===== config.mk =====
export PLATFORM = sky130hd
export DESIGN_NAME = multi_edge_detector
export DESIGN_NICKNAME = d
export VERILOG_FILES = /design/src/rtl/multi_edge_detector.sv
export SDC_FILE = /design/constraint.sdc
export NUM_CORES = 1
export LEC_CHECK = 0
export BUFFER_PORTS_ARGS = -buffer_cell sky130_fd_sc_hd__buf_2
export CORE_MARGIN = 2
export CORE_UTILIZATION = 58
export CTS_CLUSTER_SIZE = 40
export DETAILED_ROUTE_END_ITERATION = 6
export PLACE_DENSITY = 0.83
export REMOVE_ABC_BUFFERS = 1
export SYNTH_ARGS = -nofsm -noshare
export SYNTH_HDL_FRONTEND = slang
export SYNTH_SLANG_ARGS = --single-unit

===== constraint.sdc =====
create_clock -name clk -period 3.87 [get_ports clk]
set_input_delay 0.774 -clock clk [delete_from_list [all_inputs] [get_ports clk]]
set_output_delay 0.774 -clock clk [all_outputs]
set_load 0.1 [all_outputs]

===== src/rtl/multi_edge_detector.sv =====
// multi_edge_detector: per-channel sync, stability filter and edge pulses with
// mode-qualified sticky pending flags OR-reduced into one interrupt.
module multi_edge_detector #(
  parameter int WIDTH       = 8,
  parameter int SYNC_STAGES = 2,
  parameter int FILT_CYCLES = 4
) (
  input  logic                 clk,
  input  logic                 rst,
  input  logic [WIDTH-1:0]     a_i,
  input  logic [2*WIDTH-1:0]   mode_i,
  input  logic [WIDTH-1:0]     clr_i,
  output logic [WIDTH-1:0]     rising_o,
  output logic [WIDTH-1:0]     falling_o,
  output logic [WIDTH-1:0]     pending_o,
  output logic                 irq_o
);
  localparam int CW = $clog2(FILT_CYCLES + 1);

  for (genvar i = 0; i < WIDTH; i++) begin : g_ch
    logic [SYNC_STAGES-1:0] sync_q;
    logic                   level_q, level_d, prev_q;
    logic [CW-1:0]          cnt_q, cnt_d;
    logic                   rise_q, rise_d, fall_q, fall_d, pend_q, pend_d;
    logic                   s, hit;
    assign s   = sync_q[SYNC_STAGES-1];
    assign hit = (s != level_q) && (cnt_q == CW'(FILT_CYCLES - 1));
    // prev_q lags level_q by one edge so a level change becomes a registered pulse
    always_comb begin
      level_d = hit ? s : level_q;
      cnt_d   = (s == level_q || hit) ? '0 : cnt_q + CW'(1);
      rise_d  = level_q & ~prev_q;
      fall_d  = ~level_q & prev_q;
      pend_d  = (rise_d & mode_i[2*i]) | (fall_d & mode_i[2*i+1]) | (pend_q & ~clr_i[i]);
    end
    always_ff @(posedge clk or posedge rst) begin
      if (rst) begin
        sync_q  <= '0;
        level_q <= 1'b0;
        prev_q  <= 1'b0;
        cnt_q   <= '0;
        rise_q  <= 1'b0;
        fall_q  <= 1'b0;
        pend_q  <= 1'b0;
      end else begin
        sync_q  <= {sync_q[SYNC_STAGES-2:0], a_i[i]};
        level_q <= level_d;
        prev_q  <= level_q;
        cnt_q   <= cnt_d;
        rise_q  <= rise_d;
        fall_q  <= fall_d;
        pend_q  <= pend_d;
      end
    end
    assign rising_o[i]  = rise_q;
    assign falling_o[i] = fall_q;
    assign pending_o[i] = pend_q;
  end

  assign irq_o = |pending_o;
endmodule


Yosys cells after proc, flatten, opt, wreduce, memory -nomap -nowiden --
Cells that the tools add are included.
Word-level totals: flip-flop bits (word level) 80, input port bits 34, output and inout port bits 25, logic and storage cells 193
Operators by class: add/sub/neg operators 8, eq/ne operators 24, multiplexer cells 8, bitwise gates (word level) 80, reduce and logical (&&, ||, !) cells 17
Operator list (number):
- $and A1 B1 Y1 | 40
- $add A3 B1 Y3 const B | 8
- $eq A3 B2 Y1 const B | 8
- $mux W3 | 8
- $not A1 Y1 | 24
- $or A1 B1 Y1 | 16
- $eq A1 B1 Y1 | 8
- $logic_and A1 B1 Y1 | 8
- $logic_or A1 B1 Y1 | 8
- $ne A1 B1 Y1 | 8
- $reduce_or A8 Y1 | 1

Logic depth before layout (Yosys ltp) --
Gate-level depths: netlist (run 1).
word-level depth 5, mapped depth 3, depth with buffers taken out 3

Worst setup path before layout (run 1) --
No wires, ideal clock.
path type register to output, from register g_ch[4].pend_q, to output port irq_o, arrival time 1.201 ns, setup slack 1.895 ns, stages on the path, launching flop included 3, buffers on the path 0, cell sequence dfrtp_1 -> nor4_1 -> nand2_1
On the way: word-level cells in the longest chain between the ends 1
RTL lines:
- start, declared | RTL line 24 | logic rise_q, rise_d, fall_q, fall_d, pend_q, pend_d;
- start signal, assigned | RTL line 52 | pend_q <= pend_d;
- $reduce_or A8 Y1 | RTL line 60 | assign irq_o = |pending_o;
- end, declared | RTL line 16 | output logic irq_o
No other way between the ends.

Worst setup path after layout (run 1) --
from register g_ch[5].pend_q, to output port irq_o
On the way: word-level cells in the longest chain between the ends 1
RTL lines (RTL line):
- start, declared | 24
- start signal, assigned | 52
- $reduce_or A8 Y1 | 60
No other way between the ends.

==> summary.md, run 1 <==
| Metric | Value |
|---|---|
| Fill count | `357` |
| Mux share of post-synthesis cell area | `0.02980` |
| Clock Latency Late Sink | `0.35 ns` |
| Starting density of the core | `0.5957` |
| Buf/Inv on CP | `1` |
| Synth Instances | `204` |
| Clock Path Buffers | `2` |
| Crit-path leading delay family | `simple AND/OR/NAND/NOR gates` |
| Mapped cell area | `0.003023 mm²` |
| Post-synthesis simple-gate area fraction | `0.1213` |
| CTS sink cnt | `80` |
| DRC violations left | `0` |
| Wire length per cell | `14.27 µm` |
| First-pass GRT wire length | `7797 µm` |
| Setup violations, final | `0` |
| Count of final hold-check violations | `0` |
| Die ar. | `0.005806 mm²` |
| Relative max-transition margin | `0.3338` |
| 1st-iter DRT viols | `94` |
| Fin nets | `300` |
| Startpoint Class | `flop` |
| Fmax | `0.4375 GHz` |
| CTS tree | `built` |
| Worst Path Required | `3.10 ns` |
| Total track usage | `0.1800` |
| Site row count | `26` |
| Final critical-path required period | `2.286 ns` |
| Vias per cell | `4.849` |
| Compound-cell area share of the yosys netlist | `0.02649` |
| Crit-path cells | `nor4_1 -> nand2_1 -> buf_2` |
| Crit-path max cell delay | `0.39 ns` |
| H-tree depth | `3` |
| Synth warn | `0` |
| Initial antenna violation count | `0` |
| XOR/XNOR Fraction of Synth Area | `0.02318` |
| RePlAce Congestion | `0.7393` |
| Crit-path max FO | `3` |
| Slew @ Worst Pin | `0.9981 ns` |
| Clk_skew | `0.008067 ns` |
| Final Cycle Share | `0.5906` |
| Antenna Violating Nets Remaining | `0` |
| Slew Viols, Final | `0` |
| CP endpoint kind | `output pin` |
| Unrepaired setup endpoints after global routing | `no` |
| Number of antenna diodes | `0` |
| TNS Setup | `0 ns` |
| Hold buffers post-CTS | `0` |
| Area Growth Syn to Fin | `13.91%` |
| Die Width | `76.20 µm` |
| Reg2reg setup slack | `2.63 ns` |
| Post-CTS Setup Repair Bufs | `0` |
| Placeable Area | `0.005075 mm²` |
| Distinct cells, synth | `13` |
| Register area share after synthesis | `0.6623` |
| Number of port buffers | `58` |
| Inserted Clock Buffers | `9` |
| R2R Path Start | `g_ch[4].cnt_q[0]` |
| Flops & latches, synth | `80` |
| Hold endpoint | `g_ch[6].sync_q[1]` |
| R2r worst-path depth | `3` |
| Main combinational cell family by area after synthesis | `simple AND/OR/NAND/NOR gates` |
| R2R Path End | `g_ch[4].level_q` |
| Die Ht | `76.20 µm` |
| Routed wire length | `4637 µm` |
| Synth Area in Adders | `0.06623` |
| Vias post-DR | `1576` |
| Gr ovfl total | `0` |
| # IOs | `59` |
| Avg Inst Size Synth | `14.82 µm²` |
| TritonRoute pass-1 iters | `4` |
| WP data arrival | `1.51 ns` |
| Root Buffer | `clkbuf_8` |
| Hold Path Origin | `g_ch[6].sync_q[0]` |
| DP HPWL | `3281 µm` |
| Vias in the first global route | `1609` |
| Hold Path Depth | `0` |
| CP Class | `reg2out` |
| Status | `finished clean` |
| CTS clk-pin slew, worst paths | `0.07 ns` |
| Largest net degree at the start of global routing | `63` |
| Slowest stage cell on the critical path | `dfrtp_1` |
| Worst Hold Class | `reg2reg` |
| CTS resizes | `0` |
| Max Cap Viol | `0` |
| Layout cells sized above 1 | `0.3490` |
-- worst reg2reg max path, stage by stage, from the launching register on --
cell	delay, ns
dfrtp_1	0.40
ha_1	0.21
ha_1	0.23
mux2_2	0.28
-- logic make-up (layout without fill, tap and decap cells) --
group,after synthesis,count (layout)
AOI/OAI and AO/OA,8,8
xor gates and xnor gates,8,8
adders and majority gates,16,16
buffers and inverters,33,84
DFF,80,80
muxes,8,8
and+or+nand+nor,51,51
-- routing by layer --
| layer | track usage | routed length, µm | up-vias |
|---|---|---|---|
| met5 | 0 | 0 | - |
| met4 | 0.06727 | 86 | 0 |
| met3 | 0.07227 | 241 | 10 |
| met2 | 0.2848 | 2355 | 47 |
| met1 | 0.2263 | 1953 | 761 |
| li1 | - | - | 758 |
-- metrics by stage --
step                cell area, µm²  setup slack [ns]  instances    util  hold WS [ns]
global route                  3443             1.446        325  0.6785        0.3604
floorplan                     2843             1.044        180       -        0.3312
finish                        3443             1.584        325  0.6785        0.3528
global placement              3229             1.962        309  0.6363        0.3320
CTS                           3443             1.544        325  0.6785        0.3561
detailed placement            3229             1.932        309  0.6363        0.3393
-- sequential cells by signal, indices dropped and copies added (netlist names) --
signal,cells
g_ch.cnt_q,24
g_ch.fall_q,8
g_ch.level_q,8
g_ch.pend_q,8
g_ch.prev_q,8
g_ch.rise_q,8
g_ch.sync_q,16
-- cell usage in the layout, fill, tap and decap left out --
| cell type | n |
|---|---|
| a221o_1 | 8 |
| dfrtp_1 | 80 |
| nor2b_4 | 8 |
| nor3b_1 | 8 |
| nor3_1 | 16 |
| xnor2_1 | 8 |
| clkbuf_8 | 10 |
| buf_4 | 1 |
| nor2b_1 | 16 |
| clkbuf_1 | 3 |
| ha_1 | 16 |
| bufinv_16 | 2 |
| nor4_1 | 2 |
| mux2_2 | 8 |
| clkinv_2 | 2 |
| buf_2 | 58 |
| nand2_1 | 1 |
| inv_1 | 8 |
-- cells in the mapped netlist --
master,number,share of area
a221o_1,8,0.026
buf_4,24,0.060
dfrtp_1,80,0.66
ha_1,16,0.066
inv_1,9,0.011
mux2_2,8,0.030
nand2_1,1,0.0012
nor2b_1,16,0.033
nor2b_4,8,0.036
nor3_1,16,0.026
nor3b_1,8,0.020
nor4_1,2,0.0041
xnor2_1,8,0.023
-- area by class of cell --
type / count / area, µm² / area share
inverter: 9 / 35.03 / 0.01017
sequential: 80 / 2002 / 0.5814
clock buffer: 13 / 148.9 / 0.04324
tap: 70 / 87.58 / 0.02544
clock inverter: 3 / 65.06 / 0.01890
timing repair buffer: 59 / 297.8 / 0.08648
multi-input combinational: 91 / 807.0 / 0.2344
-- how the worst max path moves through the flow --
stage / start / endpoint / slack (ns) / depth (start not counted)
finish: g_ch[5].pend_q / irq_o / 1.58 / 3
floorplan: rst / g_ch[0].cnt_q[0] / 1.04 / 1
detailed placement: g_ch[5].pend_q / irq_o / 1.93 / 3
global placement: g_ch[4].pend_q / irq_o / 1.96 / 3
CTS: g_ch[4].pend_q / irq_o / 1.54 / 3
global route: g_ch[5].pend_q / irq_o / 1.45 / 3
Power of run 1 is left out: the tool's default activity adds up to more than one toggle a clock period on the data nets, which glitch-free logic cannot reach.
==> run 2: changes to the inputs <==
--- a/config.mk
+++ b/config.mk
@@ -7,10 +7,10 @@
 export LEC_CHECK = 0
 export BUFFER_PORTS_ARGS = -buffer_cell sky130_fd_sc_hd__buf_2
 export CORE_MARGIN = 2
-export CORE_UTILIZATION = 58
+export CORE_UTILIZATION = 54
 export CTS_CLUSTER_SIZE = 40
 export DETAILED_ROUTE_END_ITERATION = 6
-export PLACE_DENSITY = 0.83
+export PLACE_DENSITY = 0.78
 export REMOVE_ABC_BUFFERS = 1
 export SYNTH_ARGS = -nofsm -noshare
 export SYNTH_HDL_FRONTEND = slang
==> constraint.sdc (replaced) <==
create_clock -name clk -period 2.2 [get_ports clk]
set_input_delay 0.44 -clock clk [delete_from_list [all_inputs] [get_ports clk]]
set_output_delay 0.44 -clock clk [all_outputs]
set_load 0.1 [all_outputs]
==> run 2 against run 1 <==
Count of clock-buffer cells in the layout fell by 4. Sequential cell count did not move. Setup slack got worse by 1.4 ns. Clock skew barely moved. Register-to-register slack got worse by 1.7 ns. Wire length fell by 3.9%. First-iteration DRC count fell by 37%. Critical endpoint unchanged. Largest cell class unchanged.
==> summary.md, run 2 (synthesis gave the netlist of run 1 again) <==
| Metric | Value |
|---|---|
| Most frequent cells in the layout | `80 x dfrtp_1, 58 x buf_2, 16 x nor3_1, 16 x nor2b_1, 16 x ha_1 (unchanged)` |
| Relative max-transition margin | `0.6668 (was 0.3338)` |
| Initial antenna violation count | `0 (unchanged)` |
| CTS sink cnt | `80 (unchanged)` |
| Largest regs | `g_ch.cnt_q x24, g_ch.sync_q x16 (unchanged)` |
| CTS tree | `built (unchanged)` |
| Pre-CTS setup slack | `0.6193 ns (was 1.932 ns)` |
| Slew @ Worst Pin | `0.5033 ns (was 0.9981 ns)` |
| Largest net degree at the start of global routing | `81 (was 63)` |
| Post-CTS Setup Repair Bufs | `0 (unchanged)` |
| R2r worst-path depth | `3 (unchanged)` |
| DRC violations left | `0 (unchanged)` |
| Root Buffer | `clkbuf_8 (unchanged)` |
| RePlAce Congestion | `0.6932 (was 0.7393)` |
| 1st-iter DRT viols | `59 (was 94)` |
| Slew Viols, Final | `0 (unchanged)` |
| CTS resizes | `0 (unchanged)` |
| Hold buffers post-CTS | `0 (unchanged)` |
| Post-route setup slack | `0.2239 ns (was 1.584 ns)` |
| Routing usage on met1 | `0.2025 (was 0.2263)` |
| Vias post-DR | `1580 (was 1576)` |
| Worst Hold Class | `in2async (was reg2reg)` |
| Crit-path max FO | `3 (unchanged)` |
| Antenna Violating Nets Remaining | `0 (unchanged)` |
| # IOs | `59 (unchanged)` |
| Clk_skew | `0.008099 ns (was 0.008067 ns)` |
| Max reg flops | `24 (unchanged)` |
| Setup violations, final | `0 (unchanged)` |
| Vias in the first global route | `1606 (was 1609)` |
| Most Used Layer, Global Route | `met2 (unchanged)` |
| Placeable Area | `0.005473 mm² (was 0.005075 mm²)` |
| CP Class | `reg2out (unchanged)` |
| Number of port buffers | `58 (unchanged)` |
| Fill count | `430 (was 357)` |
| Area Growth Syn to Fin | `13.29% (was 13.91%)` |
| Fin nets | `300 (unchanged)` |
| Die Width | `78.82 µm (was 76.20 µm)` |
| Total track usage | `0.1625 (was 0.1800)` |
| First-pass GRT wire length | `7369 µm (was 7797 µm)` |
| Met2 Track Usage GR | `0.2538 (was 0.2848)` |
| Final critical-path required period | `1.976 ns` |
| Max Cap Viol | `0 (unchanged)` |
| Status | `finished clean (unchanged)` |
| Count of final hold-check violations | `0 (unchanged)` |
| Inserted Clock Buffers | `9 (unchanged)` |
| TNS Setup | `0 ns (unchanged)` |
| CP Capture Point | `irq_o (unchanged)` |
| H-tree depth | `3 (unchanged)` |
| Unrepaired setup endpoints after global routing | `no (unchanged)` |
| CTS clk-pin slew, worst paths | `0.09 ns (was 0.07 ns)` |
| R2R Path Start | `g_ch[1].cnt_q[0] (was g_ch[4].cnt_q[0])` |
| Clock Latency Late Sink | `0.35 ns (about the same)` |
| Most common library cell in the layout ignoring fill and taps | `dfrtp_1 (unchanged)` |
| TritonRoute pass-1 iters | `4 (unchanged)` |
| Startpoint Class | `flop (unchanged)` |
| Layout cells sized above 1 | `0.3608 (was 0.3490)` |
| Clock Path Buffers | `2 (unchanged)` |
| CP endpoint kind | `output pin (unchanged)` |
| Largest Register | `g_ch.cnt_q (unchanged)` |
| R2R Path End | `g_ch[1].level_q (was g_ch[4].level_q)` |
| Fmax | `0.5060 GHz` |
| Reg2reg setup slack | `0.96 ns (was 2.63 ns)` |
| Die ar. | `0.006213 mm² (was 0.005806 mm²)` |
| Fin util | `0.6257 (was 0.6785)` |
| Critical Path Start | `g_ch[4].pend_q (was g_ch[5].pend_q)` |
| Number of antenna diodes | `0 (unchanged)` |
| WP data arrival | `1.54 ns (was 1.51 ns)` |
| Wire length per cell | `13.63 µm (was 14.27 µm)` |
| Starting density of the core | `0.5524 (was 0.5957)` |
| GR Util met3 | `0.03864 (was 0.07227)` |
| Worst Path Required | `1.76 ns (was 3.10 ns)` |
| Die Ht | `78.82 µm (was 76.20 µm)` |
| Final Cycle Share | `0.8982` |
| Gr ovfl total | `0 (unchanged)` |
| DP HPWL | `3111 µm (was 3281 µm)` |
| Vias per cell | `4.832 (was 4.849)` |
| Routed wire length | `4456 µm (was 4637 µm)` |
| Site row count | `27 (was 26)` |
-- run 2: changes by cell type in the layout (fill, tap and decap cells not counted) --
cell        before  now
buf_12           0    1
buf_4            1    0
bufinv_16        2    0
clkbuf_1         3    0
clkbuf_8        10    9
clkinv_4         0    3
clkinvlp_4       0    1
inv_6            0    2
-- run 2: per-stage QoR --
stage	cells	instance area [µm²]	hold slack, ns
after floorplan	180	2843	0.3312
after global placement	311	3244	0.3323
after detailed placement	311	3244	0.3347
after CTS	327	3425	0.1766
after global routing	327	3425	0.1714
final	327	3425	0.1758
-- run 2: worst min path at each step --
stage	endpoint	slack [ns]	depth (start not counted)
CTS	g_ch[0].prev_q	0.18	3
floorplan	g_ch[0].sync_q[1]	0.33	0
detailed placement	g_ch[5].sync_q[1]	0.33	0
finish	g_ch[3].cnt_q[2]	0.18	3
global route	g_ch[7].sync_q[0]	0.17	1
global placement	g_ch[6].sync_q[1]	0.33	0
-- run 2: cell type report --
type | count | area (µm²) | share of cell area
well taps | 72 | 90.09 | 0.02631
flip-flops and latches | 80 | 2002 | 0.5846
multi-input cells | 91 | 807.0 | 0.2357
clock inverters | 7 | 56.30 | 0.01644
repair buffers | 59 | 310.3 | 0.09061
clock buffers | 9 | 123.9 | 0.03617
inverters | 9 | 35.03 | 0.01023
-- run 2: routing by layer --
| layer | part of all wire | vias up |
|---|---|---|
| li1 | - | 758 |
| met2 | 0.48 | 52 |
| met5 | 0 | - |
| met4 | 0.030 | 0 |
| met1 | 0.43 | 758 |
| met3 | 0.067 | 12 |
-- run 2: critical path, cell delays in order, from the launching register on --
cell and delay (ns):
dfrtp_1 0.41, nor4_1 0.39, nand2_1 0.08, buf_2 0.30
Power of run 2 is left out for the same reason.
==> run 3: changes to the inputs <==
--- a/config.mk
+++ b/config.mk
@@ -5,6 +5,7 @@
 export SDC_FILE = /design/constraint.sdc
 export NUM_CORES = 1
 export LEC_CHECK = 0
+export ABC_AREA = 1
 export BUFFER_PORTS_ARGS = -buffer_cell sky130_fd_sc_hd__buf_2
 export CORE_MARGIN = 2
 export CORE_UTILIZATION = 54
==> run 3 against run 2 <==
Sequential share of layout area down 2.2 points. Synthesized cell count up 41%. Global-route usage up 0.31 points. Setup slack better by 0.12 ns. Critical path type unchanged.
==> summary.md, run 3 <==
| Metric | Value |
|---|---|
| Flops & latches, synth | `80 (unchanged)` |
| Slew Viols, Final | `0 (unchanged)` |
| Synth top area cells | `dfrtp_1 64%, ha_1 6.4%, inv_1 5.9% (was dfrtp_1 66%, ha_1 6.6%, buf_4 6.0%)` |
| Gr ovfl total | `0 (unchanged)` |
| Final critical-path required period | `1.856 ns (was 1.976 ns)` |
| Largest Register | `g_ch.cnt_q (unchanged)` |
| Largest net degree at the start of global routing | `40 (was 81)` |
| DRC violations left | `0 (unchanged)` |
| CTS resizes | `0 (unchanged)` |
| Unrepaired setup endpoints after global routing | `no (unchanged)` |
| Number of port buffers | `58 (unchanged)` |
| Mapped cell area | `0.003108 mm² (was 0.003023 mm²)` |
| Hold buffers post-CTS | `0 (unchanged)` |
| Largest regs | `g_ch.cnt_q x24, g_ch.sync_q x16 (unchanged)` |
| Wire length per cell | `11.22 µm (was 13.63 µm)` |
| Post-CTS Setup Repair Bufs | `0 (unchanged)` |
| CP Class | `reg2out (unchanged)` |
| EDFF count, synth | `0 (unchanged)` |
| Slew @ Worst Pin | `0.6105 ns (was 0.5033 ns)` |
| Die Width | `79.87 µm (was 78.82 µm)` |
| Status | `finished clean (unchanged)` |
| Worst Path Required | `1.76 ns (about the same)` |
| Relative max-transition margin | `0.5925 (was 0.6668)` |
| Initial antenna violation count | `0 (unchanged)` |
| Antenna Violating Nets Remaining | `0 (unchanged)` |
| Number of antenna diodes | `0 (unchanged)` |
| Worst Hold Class | `in2async (unchanged)` |
| Synth warn | `0 (unchanged)` |
| CTS tree | `built (unchanged)` |
| Max Cap Viol | `0 (unchanged)` |
| 1st-iter DRT viols | `93 (was 59)` |
| CTS clk-pin slew, worst paths | `0.08 ns (was 0.09 ns)` |
| Site row count | `27 (unchanged)` |
| Clk_skew | `0.005845 ns (was 0.008099 ns)` |
| # IOs | `59 (unchanged)` |
| Fmax | `0.5389 GHz (was 0.5060 GHz)` |
| Synth cell count leaders | `80 x dfrtp_1, 49 x inv_1, 33 x nand2_1 (was 80 x dfrtp_1, 24 x buf_4, 16 x ha_1, 16 x nor2b_1, 16 x nor3_1)` |
| Pre-CTS setup slack | `0.7035 ns (was 0.6193 ns)` |
| CP endpoint kind | `output pin (unchanged)` |
| Die ar. | `0.006378 mm² (was 0.006213 mm²)` |
| Clock Latency Late Sink | `0.34 ns (was 0.35 ns)` |
| Ys flop type | `dfrtp_1 (unchanged)` |
| Root Buffer | `clkbuf_8 (unchanged)` |
| WP data arrival | `1.42 ns (was 1.54 ns)` |
| Synth top area share | `0.6441 (was 0.6623)` |
| Async SR Flop Fraction | `1.000 (unchanged)` |
| Most common library cell in the layout ignoring fill and taps | `dfrtp_1 (unchanged)` |
| Most frequent cells in the layout | `80 x dfrtp_1, 58 x buf_2, 48 x inv_1 (was 80 x dfrtp_1, 58 x buf_2, 16 x nor3_1, 16 x nor2b_1, 16 x ha_1)` |
| Vias per cell | `4.667 (was 4.832)` |
| Inserted Clock Buffers | `9 (unchanged)` |
| Starting density of the core | `0.5610 (was 0.5524)` |
| CTS sink cnt | `80 (unchanged)` |
| Area of the multi-input gates | `742.0 µm² (was 807.0 µm²)` |
| FF/Latch Area | `0.002002 mm² (unchanged)` |
| TritonRoute pass-1 iters | `4 (unchanged)` |
| First-pass GRT wire length | `7872 µm (was 7369 µm)` |
| Fin nets | `387 (was 300)` |
| Clock Path Buffers | `2 (unchanged)` |
| Count of final hold-check violations | `0 (unchanged)` |
| Setup violations, final | `0 (unchanged)` |
| Die Ht | `79.87 µm (was 78.82 µm)` |
| Crit-path max FO | `3 (unchanged)` |
| Final Cycle Share | `0.8435 (was 0.8982)` |
| Synth Instances | `288 (was 204)` |
| Fill count | `433 (was 430)` |
| RePlAce Congestion | `0.7670 (was 0.6932)` |
| Area Growth Syn to Fin | `14.53% (was 13.29%)` |
| Vias post-DR | `1932 (was 1580)` |
| Routed wire length | `4647 µm (was 4456 µm)` |
| Largest area contributor in the netlist | `dfrtp_1 (unchanged)` |
| Total track usage | `0.1656 (was 0.1625)` |
| Avg Inst Size Synth | `10.79 µm² (was 14.82 µm²)` |
| Fin util | `0.6425 (was 0.6257)` |
| Layout cells sized above 1 | `0.2544 (was 0.3608)` |
| H-tree depth | `3 (unchanged)` |
| Post-route setup slack | `0.3444 ns (was 0.2239 ns)` |
| Placeable Area | `0.005540 mm² (was 0.005473 mm²)` |
| Startpoint Class | `flop (unchanged)` |
| Vias in the first global route | `1889 (was 1606)` |
| Distinct cells, synth | `12 (was 13)` |
| Max reg flops | `24 (unchanged)` |
| Top-count cell post-synth | `dfrtp_1 (unchanged)` |
| DP HPWL | `3481 µm (was 3111 µm)` |
| Register area share after synthesis | `0.6441 (was 0.6623)` |
run 3: cell types whose count changed after synthesis, sizes merged, moves of 8 or more:
cell,before,now
inv,9,49
nand2,1,33
nor2,0,28
nand3,0,24
nor2b,24,0
a221o,8,0
mux2,8,0
nor3,16,24
nor3b,8,0
o21ai,0,8
xnor2,8,0
run 3: critical path, cell delays in order, from the launching register on:
cell and delay, ns:
dfrtp_1 0.37, nor2_1 0.05, and2_1 0.15, nand2_1 0.07
buf_2 0.43
run 3: worst paths after layout:
path / startpoint / endpoint / slack, ns / cells after the start
max: g_ch[7].pend_q / irq_o / 0.34 / 4
min: rst / g_ch[6].prev_q / 0.14 / 2
max reg2reg: g_ch[6].cnt_q[0] / g_ch[6].cnt_q[1] / 1.01 / 5
min reg2reg: g_ch[6].sync_q[0] / g_ch[6].sync_q[1] / 0.35 / 0
max in group asynchronous: rst / g_ch[3].level_q / 1.42 / 3
min in group clk: a_i[7] / g_ch[7].sync_q[0] / 0.20 / 1
run 3: routing by layer:
metal / global-route usage / part of all wire / up-vias
met1: 0.1882 / 0.43 / 915
met3: 0.04751 / 0.044 / 11
met2: 0.2857 / 0.51 / 34
li1: - / - / 972
met5: 0 / 0 / -
met4: 0.08136 / 0.023 / 0
run 3: per-stage QoR:
| stage | cells | TNS [ns] | area, µm² | hold WS (ns) |
|---|---|---|---|---|
| 5_1_grt | 414 | 0 | 3560 | 0.1824 |
| 3_3_place_gp | 398 | 0 | 3339 | 0.3320 |
| 3_5_place_dp | 398 | 0 | 3339 | 0.3347 |
| 2_1_floorplan | 264 | -23.41 | 2928 | 0.3312 |
| 6_report | 414 | 0 | 3560 | 0.1423 |
| 4_1_cts | 414 | 0 | 3560 | 0.1546 |
run 3: logic make-up after synthesis:
group	count (synthesis)	synth area share
simple gates	111	0.1614
flops	80	0.6441
buf+inv	73	0.1172
fa+ha+maj	16	0.06441
compound gates	8	0.01288
run 3: layout make-up:
type / count / area share
inverter: 49 / 0.05202
clock inverter: 6 / 0.02320
tap: 72 / 0.02531
multi-input combinational: 135 / 0.2084
sequential: 80 / 0.5624
timing repair buffer: 62 / 0.08998
clock buffer: 10 / 0.03866
Power of run 3 is left out for the same reason.
